--- src/rtl/packet_demux.sv ---
// Routes a merged AXI-Stream to a forward port or a capture port by the one-hot
// destination field of the first beat, dropping unroutable packets and counting outcomes.
module packet_demux #(
  parameter int         C_AXIS_DATA_WIDTH  = 256,
  parameter int         C_AXIS_TUSER_WIDTH = 128,
  parameter int         C_DST_POS          = 24,
  parameter logic [7:0] C_CAP_MASK         = 8'hAA
) (
  input  logic                             axi_aclk,
  input  logic                             axi_areset,

  input  logic [C_AXIS_DATA_WIDTH-1:0]     s_axis_tdata,
  input  logic [C_AXIS_DATA_WIDTH/8-1:0]   s_axis_tstrb,
  input  logic [C_AXIS_TUSER_WIDTH-1:0]    s_axis_tuser,
  input  logic                             s_axis_tvalid,
  input  logic                             s_axis_tlast,
  output logic                             s_axis_tready,

  output logic [C_AXIS_DATA_WIDTH-1:0]     m_axis_tdata_0,
  output logic [C_AXIS_DATA_WIDTH/8-1:0]   m_axis_tstrb_0,
  output logic [C_AXIS_TUSER_WIDTH-1:0]    m_axis_tuser_0,
  output logic                             m_axis_tvalid_0,
  output logic                             m_axis_tlast_0,
  input  logic                             m_axis_tready_0,

  output logic [C_AXIS_DATA_WIDTH-1:0]     m_axis_tdata_1,
  output logic [C_AXIS_DATA_WIDTH/8-1:0]   m_axis_tstrb_1,
  output logic [C_AXIS_TUSER_WIDTH-1:0]    m_axis_tuser_1,
  output logic                             m_axis_tvalid_1,
  output logic                             m_axis_tlast_1,
  input  logic                             m_axis_tready_1,

  input  logic                             cap_en,
  input  logic                             clr_cnt,
  output logic [95:0]                      ro_regs
);

  typedef enum logic [1:0] {HEAD, FWD0, FWD1, DROP} state_t;
  typedef enum logic [1:0] {ROUTE_P0, ROUTE_P1, ROUTE_DROP} route_t;

  state_t                              r_state;
  state_t                              w_nextState;
  route_t                              w_headRoute;
  route_t                              w_route;
  logic [7:0]                          w_dst;
  logic                                w_sReady;
  logic                                w_accept;
  logic                                w_pktEnd;
  logic [1:0]                          w_outReady;
  logic [1:0]                          w_portReady;
  logic [1:0]                          w_load;

  logic [1:0]                          r_valid;
  logic [1:0]                          r_last;
  logic [C_AXIS_DATA_WIDTH-1:0]        r_data [2];
  logic [C_AXIS_DATA_WIDTH/8-1:0]      r_strb [2];
  logic [C_AXIS_TUSER_WIDTH-1:0]       r_user [2];

  logic [31:0]                         r_pktCnt0;
  logic [31:0]                         r_pktCnt1;
  logic [31:0]                         r_dropCnt;

  assign w_dst       = s_axis_tuser[C_DST_POS +: 8];
  assign w_outReady  = {m_axis_tready_1, m_axis_tready_0};
  assign w_portReady = ~r_valid | w_outReady;
  assign w_accept    = s_axis_tvalid & w_sReady;
  assign w_pktEnd    = w_accept & s_axis_tlast;
  assign w_load[0]   = w_accept && (w_route == ROUTE_P0);
  assign w_load[1]   = w_accept && (w_route == ROUTE_P1);

  // Capture-bound packets are discarded rather than forwarded while capture is disabled.
  always_comb begin
    if (w_dst == 8'h00)
      w_headRoute = ROUTE_DROP;
    else if ((w_dst & C_CAP_MASK) != 8'h00)
      w_headRoute = cap_en ? ROUTE_P1 : ROUTE_DROP;
    else
      w_headRoute = ROUTE_P0;
  end

  always_ff @(posedge axi_aclk or posedge axi_areset) begin
    if (axi_areset)
      r_state <= HEAD;
    else
      r_state <= w_nextState;
  end

  always_comb begin
    w_nextState = r_state;
    if (w_accept) begin
      if (s_axis_tlast)
        w_nextState = HEAD;
      else if (r_state == HEAD) begin
        case (w_headRoute)
          ROUTE_P0: w_nextState = FWD0;
          ROUTE_P1: w_nextState = FWD1;
          default:  w_nextState = DROP;
        endcase
      end
    end
  end

  // Mid-packet beats follow the route latched in the state, not the live tuser.
  always_comb begin
    w_route = ROUTE_DROP;
    case (r_state)
      HEAD:    w_route = w_headRoute;
      FWD0:    w_route = ROUTE_P0;
      FWD1:    w_route = ROUTE_P1;
      default: w_route = ROUTE_DROP;
    endcase
    w_sReady = 1'b1;
    case (w_route)
      ROUTE_P0: w_sReady = w_portReady[0];
      ROUTE_P1: w_sReady = w_portReady[1];
      default:  w_sReady = 1'b1;
    endcase
    if (axi_areset)
      w_sReady = 1'b0;
  end

  assign s_axis_tready = w_sReady;

  always_ff @(posedge axi_aclk or posedge axi_areset) begin
    if (axi_areset) begin
      r_valid <= 2'b00;
      r_last  <= 2'b00;
    end else begin
      for (int i = 0; i < 2; i++) begin
        if (w_load[i]) begin
          r_valid[i] <= 1'b1;
          r_last[i]  <= s_axis_tlast;
        end else if (w_outReady[i]) begin
          r_valid[i] <= 1'b0;
        end
      end
    end
  end

  always_ff @(posedge axi_aclk) begin
    for (int i = 0; i < 2; i++) begin
      if (w_load[i]) begin
        r_data[i] <= s_axis_tdata;
        r_strb[i] <= s_axis_tstrb;
        r_user[i] <= s_axis_tuser;
      end
    end
  end

  assign m_axis_tvalid_0 = r_valid[0];
  assign m_axis_tlast_0  = r_last[0];
  assign m_axis_tdata_0  = r_data[0];
  assign m_axis_tstrb_0  = r_strb[0];
  assign m_axis_tuser_0  = r_user[0];
  assign m_axis_tvalid_1 = r_valid[1];
  assign m_axis_tlast_1  = r_last[1];
  assign m_axis_tdata_1  = r_data[1];
  assign m_axis_tstrb_1  = r_strb[1];
  assign m_axis_tuser_1  = r_user[1];

  // Clear wins over a coincident increment; counts stick at all-ones.
  function automatic logic [31:0] nextCount(input logic [31:0] cur, input logic inc,
                                            input logic clr);
    if (clr)
      return 32'h0;
    if (inc && (cur != 32'hFFFF_FFFF))
      return cur + 32'd1;
    return cur;
  endfunction

  always_ff @(posedge axi_aclk or posedge axi_areset) begin
    if (axi_areset) begin
      r_pktCnt0 <= 32'h0;
      r_pktCnt1 <= 32'h0;
      r_dropCnt <= 32'h0;
    end else begin
      r_pktCnt0 <= nextCount(r_pktCnt0, w_pktEnd && (w_route == ROUTE_P0), clr_cnt);
      r_pktCnt1 <= nextCount(r_pktCnt1, w_pktEnd && (w_route == ROUTE_P1), clr_cnt);
      r_dropCnt <= nextCount(r_dropCnt, w_pktEnd && (w_route == ROUTE_DROP), clr_cnt);
    end
  end

  assign ro_regs = {r_dropCnt, r_pktCnt1, r_pktCnt0};

endmodule

--- config.mk ---
export PLATFORM = sky130hd
export DESIGN_NAME = packet_demux
export DESIGN_NICKNAME = d
export VERILOG_FILES = /design/src/rtl/packet_demux.sv
export SDC_FILE = /design/constraint.sdc
export NUM_CORES = 1
export LEC_CHECK = 0
export BUFFER_PORTS_ARGS = -buffer_cell sky130_fd_sc_hd__buf_2
export CORE_AREA = 2 2 536 538
export DETAILED_ROUTE_END_ITERATION = 16
export DIE_AREA = 0 0 538 540
export PLACE_DENSITY = 0.37
export SLEW_MARGIN = 20
export SYNTH_ARGS = -nofsm -noshare
export SYNTH_HDL_FRONTEND = slang
export SYNTH_SLANG_ARGS = --single-unit
--- constraint.sdc ---
create_clock -name axi_aclk -period 15 [get_ports axi_aclk]
set_input_delay 3 -clock axi_aclk [delete_from_list [all_inputs] [get_ports axi_aclk]]
set_output_delay 3 -clock axi_aclk [all_outputs]
set_load 0.02 [all_outputs]
== Word level (Yosys, flattened, before mapping) ==
Memory sizes are Yosys's and may differ from the RTL's.
Index checks and enable logic that the tools add are counted.

* Input bits: 424
* Flip-flop bits (word level): 102
* Output and inout bits: 933
* Memories kept: 3
* Memory bits (writable): 832

* Reductions and logical operators: 23
* Muxes and demuxes: 43
* Equal/unequal tests: 8
* Add/subtract/negate cells: 3
* Bitwise logic cells: 4

{| class="wikitable"
|+ Memories
! name !! words !! width !! read ports !! clocked after Yosys merged registers in !! wr ports !! RTL line !! source
|-
| r_data || 2 || 256 || 2 || 0 || 1 || 55 || <nowiki>logic [C_AXIS_DATA_WIDTH-1:0] r_data [2];</nowiki>
|-
| r_user || 2 || 128 || 2 || 0 || 1 || 57 || <nowiki>logic [C_AXIS_TUSER_WIDTH-1:0] r_user [2];</nowiki>
|-
| r_strb || 2 || 32 || 2 || 0 || 1 || 56 || <nowiki>logic [C_AXIS_DATA_WIDTH/8-1:0] r_strb [2];</nowiki>
|}

{| class="wikitable"
|+ Operator list
! cell !! count
|-
| $mux W32 || 11
|-
| $mux W256 || 1
|-
| $reduce_or A256 Y1 || 1
|-
| $mux W128 || 1
|-
| $reduce_or A128 Y1 || 1
|-
| $add A32 B1 Y32 const B || 3
|-
| $ne A32 B32 Y1 const B || 3
|-
| $reduce_or A32 Y1 || 1
|-
| $mux W1 || 22
|-
| $reduce_bool A2 Y1 || 6
|-
| $mux W2 || 5
|-
| $logic_and A1 B1 Y1 || 8
|-
| $logic_not A8 Y1 || 1
|-
| $reduce_bool A8 Y1 || 1
|-
| $eq A2 B1 Y1 const B || 3
|-
| $logic_not A2 Y1 || 3
|-
| $pmux W2 S3 || 1
|-
| $eq A2 B2 Y1 const B || 2
|-
| $pmux W2 S2 || 1
|-
| $and A1 B1 Y1 || 2
|-
| $not A2 Y2 || 1
|-
| $or A2 B2 Y2 || 1
|-
| $pmux W1 S2 || 1
|-
| $reduce_and A2 Y1 || 1
|}

== Depth between registers and ports, before layout ==
Gate-level depths: netlist of the first run.

* Word-level depth: 15
* Gate-level depth with buffers: 11
* Mapped depth without buffers: 8

== Least setup slack after synthesis of the first run ==
OpenSTA, ideal clock, no wires.

* Kind: input to register
* Start point: input s_axis_tuser[27]
* End point: register r_pktCnt1[11]
* Arrival: 16.774 ns
* Library setup time: 0.078 ns
* Required time: 14.922 ns
* Stages: 6
* Path slack: -1.852 ns
* Cells stage by stage: nor4_4 nand3_2 a211oi_4 nand4_1 or3_1 a21oi_1

* Longest elaborated chain between the ends: 14
* Elaborated cells between the ends (all ways): 19
* Classes of those cells: 1 x eq/ne; 10 x mux; 2 x bitwise; 6 x reduce/logical

{| class="wikitable"
|+ Ends and longest elaborated chain
! element !! RTL line !! source
|-
| start, declared || 14 || <nowiki>input logic [C_AXIS_TUSER_WIDTH-1:0] s_axis_tuser,</nowiki>
|-
| $reduce_bool A8 Y1 || 75 || <nowiki>else if ((w_dst & C_CAP_MASK) != 8'h00)</nowiki>
|-
| $mux W2 || 75 ||
|-
| $mux W2 * || 73 || <nowiki>if (w_dst == 8'h00)</nowiki>
|-
| $pmux W2 S3 * || 106 || <nowiki>case (r_state)</nowiki>
|-
| $eq A2 B1 Y1 / $logic_not A2 Y1 (equally long branches) || 113, 178 ||
|-
| $pmux W1 S2 || 113 || <nowiki>case (w_route)</nowiki>
|-
| $mux W1 || 118 || <nowiki>if (axi_areset)</nowiki>
|-
| $and A1 B1 Y1 || 66 || <nowiki>assign w_accept = s_axis_tvalid & w_sReady;</nowiki>
|-
| $and A1 B1 Y1 || 67 || <nowiki>assign w_pktEnd = w_accept & s_axis_tlast;</nowiki>
|-
| $logic_and A1 B1 Y1 * || 178 || <nowiki>r_pktCnt1 <= nextCount(r_pktCnt1, w_pktEnd && (w_route == ROUTE_P1), clr_cnt);</nowiki>
|-
| $logic_and A1 B1 Y1 * || 166 || <nowiki>if (inc && (cur != 32'hFFFF_FFFF))</nowiki>
|-
| $mux W32 / $mux W1 (equally long branches) || 166 ||
|-
| $mux W32 / $mux W1 (equally long branches) || 168, 166 ||
|-
| $mux W32 / $reduce_bool A2 Y1 (equally long branches) || - ||
|-
| end signal, assigned || 178 ||
|-
| end, declared || 60 || <nowiki>logic [31:0] r_pktCnt1;</nowiki>
|}

Every way passes the cells marked *; elsewhere a longest branch is shown, timed or not. The select of a mux whose other input is x is not followed.
A chain may end at the register's enable or synchronous reset.

== Final worst setup path of the first run ==
* Start point: input s_axis_tuser[27]
* End point: output s_axis_tready

* Longest elaborated chain between the ends: 7
* Elaborated cells between the ends (all ways): 9
* Classes of those cells: 1 x eq/ne; 5 x mux; 3 x reduce/logical

{| class="wikitable"
|+ Ends and longest elaborated chain
! element !! RTL line !! source
|-
| $reduce_bool A8 Y1 || 75 ||
|-
| $mux W2 || 75 ||
|-
| $mux W2 * || 73 ||
|-
| $pmux W2 S3 * || 106 ||
|-
| $eq A2 B1 Y1 / $logic_not A2 Y1 (equally long branches) || 113 ||
|-
| $pmux W1 S2 * || 113 ||
|-
| $mux W1 * || 118 ||
|-
| end, declared || 17 || <nowiki>output logic s_axis_tready,</nowiki>
|}

Every way passes the cells marked *; elsewhere a longest branch is shown, timed or not.

==> results of run 1 <==
-- through the flow --
| step | instances | utilization, % | total power, mW | instance area [um2] | setup TNS, ps |
|---|---|---|---|---|---|
| global placement | 6568 | 14.8 | 4.17 | 42200 | 0 |
| CTS | 6770 | 16.1 | 6.98 | 45900 | 0 |
| detailed placement | 6568 | 14.8 | 4.17 | 42200 | 0 |
| global route | 6776 | 16.1 | 7.12 | 45900 | 0 |
| finish | 6824 | 16.2 | 6.87 | 46000 | 0 |
| floorplan | 1462 | - | 3.80 | 30600 | -15710 |
-- worst min-delay path by stage --
stage | end | start | cells past startpoint
after global routing | r_last[1] | r_last[1] | 1
after detailed placement | r_last[1] | r_last[1] | 1
after global placement | r_last[1] | r_last[1] | 1
after floorplan | r_state[0] | r_state[0] | 2
final | r_last[1] | r_last[1] | 1
after CTS | r_last[1] | r_last[1] | 1
-- per-layer routing --
metal / wire length [um] / track usage, % / share of wire (%)
met1: 75800 / 15.2 / 38
met2: 95800 / 22.6 / 48
met3: 23800 / 5.96 / 12
met4: 5460 / 2.25 / 2.7
met5: 703 / 0 / 0.35
-- state kept, by name, indices dropped and copies added (netlist names), 32 cells and up --
register / count
r_pktCnt0: 32
r_dropCnt: 32
r_strb: 64
r_user: 256
r_pktCnt1: 32
r_data: 512
-- power groups by stage --
| stage | clock network (mW) | logic [mW] | registers [mW] |
|---|---|---|---|
| after global routing | 2.95 | 0.928 | 3.24 |
| after global placement | 0 | 0.895 | 3.28 |
| final | 2.77 | 0.876 | 3.22 |
| after detailed placement | 0 | 0.897 | 3.27 |
| after CTS | 2.86 | 0.898 | 3.22 |
| after floorplan | 0 | 0.165 | 3.63 |
-- cell usage after synthesis (2+ instances only) --
cell type	number	area share (%)
clkbuf_1	22	0.27
nor4_1	6	0.12
mux2_2	6	0.22
and3_1	13	0.27
nor2b_1	11	0.22
edfxtp_1	832	82
dfrtp_1	102	8.3
inv_1	18	0.22
nor2_1	59	0.72
nor3_1	18	0.29
nand2_1	42	0.52
nand4_1	45	0.92
xnor2_1	14	0.40
nand3_2	3	0.098
mux2i_1	4	0.13
nand2b_1	7	0.14
o2bb2ai_1	2	0.057
or4_1	22	0.54
or3_1	35	0.72
a31o_2	2	0.057
buf_2	4	0.065
and4_1	6	0.17
ha_1	4	0.16
xor2_1	17	0.49
o21ai_0	39	0.64
a21oi_1	53	0.87
o31ai_1	15	0.37
or2_2	4	0.082
and2_1	4	0.082
nor3b_1	2	0.049
nand3_1	35	0.57
-- layout make-up --
type                    count  area, um2
repair buffers           1370       6940
well taps                3762       4710
flip-flops and latches    934      27500
inverters                  18       76.3
fillers                 31575     238000
clock buffers             132       2870
clock inverters            70        830
diodes                     54        135
multi-input cells         484       2920
-- layout by cell type, fill, tap and decap left out, types with 3 or more instances in the layout --
master and n:
and2_1 4, inv_6 5, nor4_1 6, nand4_1 45, nand2_1 41, nand2b_1 7
nor2_1 59, mux2_2 6, or2_2 4, dfrtp_1 102, a21oi_1 53, diode_2 54
inv_1 16, and4_1 6, o21ai_0 39, clkinvlp_4 7, xor2_1 17, nand3_2 3
clkbuf_16 111, clkinv_4 3, xnor2_1 14, mux2i_1 4, bufinv_16 15, clkinv_2 18
buf_2 1356, o31ai_1 15, nor2b_1 11, buf_12 4, or4_1 22, or3_1 35
edfxtp_1 832, nor3_1 18, ha_1 4, nand3_1 35, clkbuf_1 20, clkinv_1 19
and3_1 13, buf_4 10
-- logic make-up (layout without fill, tap and decap cells) --
group	count (synthesis)	count (layout)	share of synthesized area (%)
flops	934	934	90.0
simple gates	319	319	5.77
xor+xnor	31	31	0.887
other cells	0	54	0
compound gates	120	120	2.31
mux	10	10	0.352
fa+ha+maj	4	4	0.164
buf+inv	44	1590	0.556
-- worst max-delay path, cell delays in order --
cell and delay (ps):
buf_2 140, o41ai_1 560, o31a_1 310, mux2i_1 110, a21oi_1 170, buf_2 190
==> results.ini, run 1 <==
[logic_synthesis]
syn_area_um2 = 30600
yosysWarnings = 0
synth-seq-cells = 934
synth_edf_count = 832
avgSynthCellArea_um2 = 20.9
async_flop_share_pct = 10.9
synthDistinctLibCells = 47
synthFlopType = edfxtp_1
synth_nets = 1890
ys_seq_area_share_pct = 90.0
syn_inst = 1462

[pwr]
p_per_area_nw_per_um2 = 149
switching_share_pct = 27.7
intPower_mw = 4.97
seqPwrFrac_pct = 46.9
power_switching_mw = 1.90
clockPowerShare_pct = 40.4
leakagePower_nw = 17.1
comb_power_share_pct = 12.8
peakVddDrop_uv = 71.9

[worst_setup_path]
critPathLaunchType = input pin
timing.rr.start = r_state[1]
path_max_fanout = 4
worstReg2RegEnd = r_user[0][183]
endpoint_kind = output port
crit_type = input pin to output port
critPathLaunch = s_axis_tuser[27]
r2r_cells = 8
r2r_slack_ps = 10330
arrival_ps = 4490
cp_data_required_time_ps = 12000
endpoint = s_axis_tready

[global_route]
grt_pass1_vias = 20281
grt_pass1_wl_um = 245000
overflow = 0
antenna_found_initial = 251
grt_use_total_pct = 13.2
grt_max_degree = 129

[placement]
dp_hpwl_um = 173000
place_congestion = 0.901
io_buffers = 1356
dp_slack_ps = 7510

[timing]
timing.fmax_mhz = 134
finalCritPeriodShare_pct = 49.9
fin_skew_ps = 61.1
fin_crit_ps = 7490
rsz0062_at_grt = false
maxSlewViolCount = 0
hold_viol_final = 0
setup_viol = 0
slew_headroom_pct = 34.1
fin_ws_ps = 7510
hold_slack_ps = 509
worstMarginPinSlew_ps = 989

[floorplan]
die_w_um = 538
io_pins = 1357
fp.dieArea_um2 = 291000
fp.dieH_um = 540
initial_utilization_pct = 10.8
rows = 196
coreArea_um2 = 284000

[worst_hold_path]
hp-class = flip-flop to flip-flop

[route]
routed_wl_um = 202000
avgViaCountPerCell = 3.22
wl_per_cell_um = 29.5
first_pass_iters = 6
drc_errors = 0
vias = 21957
drt_iter0_markers = 1821
ant_nets = 0

[finish]
nets = 3347
areaGrowthSynthToFinish_pct = 50.3
layout-drive-gt1-share_pct = 51.8

[clock_network]
cts_num_sinks = 934
clkTransAtPathRegs_ps = 60
cts_buffer_depth = 4
clockRootBuffer = clkbuf_16
cts_max_level = 3
ctsResizeCount = 0
post_cts_buffers = 0
numCtsBuffers = 111
postCtsHoldBufs = 0
clock_latency_ps = 840
cts_tree = done

[status]
status = finished, final reports clean

[job]
cap_violations = 0

(Power assumes the default switching activity.)
==> run 2: changes to the inputs <==
==> constraint.sdc (replaced) <==
create_clock -name axi_aclk -period 6.4 [get_ports axi_aclk]
set_input_delay 1.28 -clock axi_aclk [delete_from_list [all_inputs] [get_ports axi_aclk]]
set_output_delay 1.28 -clock axi_aclk [all_outputs]
set_load 0.02 [all_outputs]
==> results.ini, run 2 (same netlist as run 1, synthesis figures left out) <==
[status]
status = finished, final reports clean

[clock_network]
cts_tree = done
cts_num_sinks = 934
clkTransAtPathRegs_ps = 60
cts_buffer_depth = 4
ctsResizeCount = 0
post_cts_buffers = 0
clockRootBuffer = clkbuf_16
numCtsBuffers = 110
clock_latency_ps = 840
postCtsHoldBufs = 0
cts_max_level = 3

[finish]
n_fill_cell = 31463
nets = 3373
reg_top3 = r_data (512), r_user (256), r_strb (64)
layout_common_cells = buf_2 (1,356), edfxtp_1 (832), clkbuf_16 (110), dfrtp_1 (102), nor2_1 (59)
areaGrowthSynthToFinish_pct = 50.7
layout_commonest_cell = buf_2
layout-drive-gt1-share_pct = 52.5
regMostFlops = r_data
seqCellArea_um2 = 27500
multi_input_area_um2 = 2930
largest_reg_flops = 512

[pwr]
leakagePower_nw = 17.2
peakVddDrop_uv = 167
p_per_area_nw_per_um2 = 346

[timing]
slew_headroom_pct = 45.2
fin_ws_ps = 2200
hold_viol_final = 0
setup_viol = 0
worstMarginPinSlew_ps = 822
fin_skew_ps = 85.2
timing.fmax_mhz = 238
maxSlewViolCount = 0
hold_slack_ps = 535
finalCritPeriodShare_pct = 65.6
fin_crit_ps = 4200
rsz0062_at_grt = false

[floorplan]
fp.dieArea_um2 = 291000
rows = 196
io_pins = 1357
initial_utilization_pct = 10.8
fp.dieH_um = 540
die_w_um = 538
coreArea_um2 = 284000

[global_route]
grt_pass1_vias = 20504
overflow = 0
grt_use_total_pct = 13.3
grt_pass1_wl_um = 246000
grt_max_degree = 112
antenna_found_initial = 251

[route]
wl_per_cell_um = 29.6
routed_wl_um = 203000
first_pass_iters = 7
drt_iter0_markers = 1811
vias = 21947
ant_nets = 0
avgViaCountPerCell = 3.21
drc_errors = 0

[worst_setup_path]
cp_cell_sequence = buf_2, o41ai_1, o31a_1, mux2i_1, a21oi_1, buf_2
endpoint_kind = output port
critPathLaunchType = input pin
cp_common_cell = buf_2
arrival_ps = 2920
slowest_delay_ps = 610
path_max_fanout = 4
crit_type = input pin to output port
cpMaxStageDelayCell = o41ai_1
cp_data_required_time_ps = 5120

[worst_hold_path]
hp-class = flip-flop to flip-flop

[placement]
dp_hpwl_um = 175000
dp_slack_ps = 1460
place_congestion = 0.904
io_buffers = 1356

[job]
cap_violations = 0

==> run 2: worst paths after layout <==
path,startpoint,to,slack [ps],cells past startpoint
min,r_last[0],r_last[0],530,2
max reg2reg,r_state[1],r_user[0][33],2610,10
max in group asynchronous,axi_areset,r_pktCnt1[5],4610,3
max,s_axis_tuser[27],s_axis_tready,2200,6
min in group asynchronous,axi_areset,r_dropCnt[20],660,2
min reg2reg,r_last[0],r_last[0],530,2
==> run 2: cell type report <==
type	instances	area share (%)
Antenna cell	38	0.206
Clock buffer	125	6.11
Multi-Input combinational cell	484	6.35
Timing Repair Buffer	1397	15.6
Clock inverter	78	1.66
Tap cell	3762	10.2
Inverter	18	0.157
Sequential cell	934	59.7
==> run 2: critical path: cells and delay by family <==
family          cells  cell delay, ps
compound gates      3            1110
buf+inv             2             400
mux                 1             110
==> run 2: layer usage <==
layer / global-route usage [%] / wire length (um) / vias up
li1: - / - / 8795
met1: 14.9 / 75100 / 10777
met2: 22.3 / 95200 / 1606
met3: 6.80 / 25300 / 627
met4: 3.10 / 6170 / 142
met5: 0 / 955 / -
==> run 2: per-stage QoR <==
step	cell area, um2	util (%)	power (mW)	std cells	TNS [ps]
2_1_floorplan	30600	-	8.84	1462	-4024860
4_1_cts	46000	16.2	16.2	6798	0
3_5_place_dp	42400	14.9	9.86	6595	0
5_1_grt	46000	16.2	16.6	6803	0
3_3_place_gp	42400	14.9	9.86	6595	0
6_report	46100	16.2	16.0	6836	0
==> run 2: power breakdown <==
group / switching, mW / internal, mW
Clock: 2.66 / 3.63
Sequential: 0.207 / 7.34
Combinational: 1.61 / 0.515
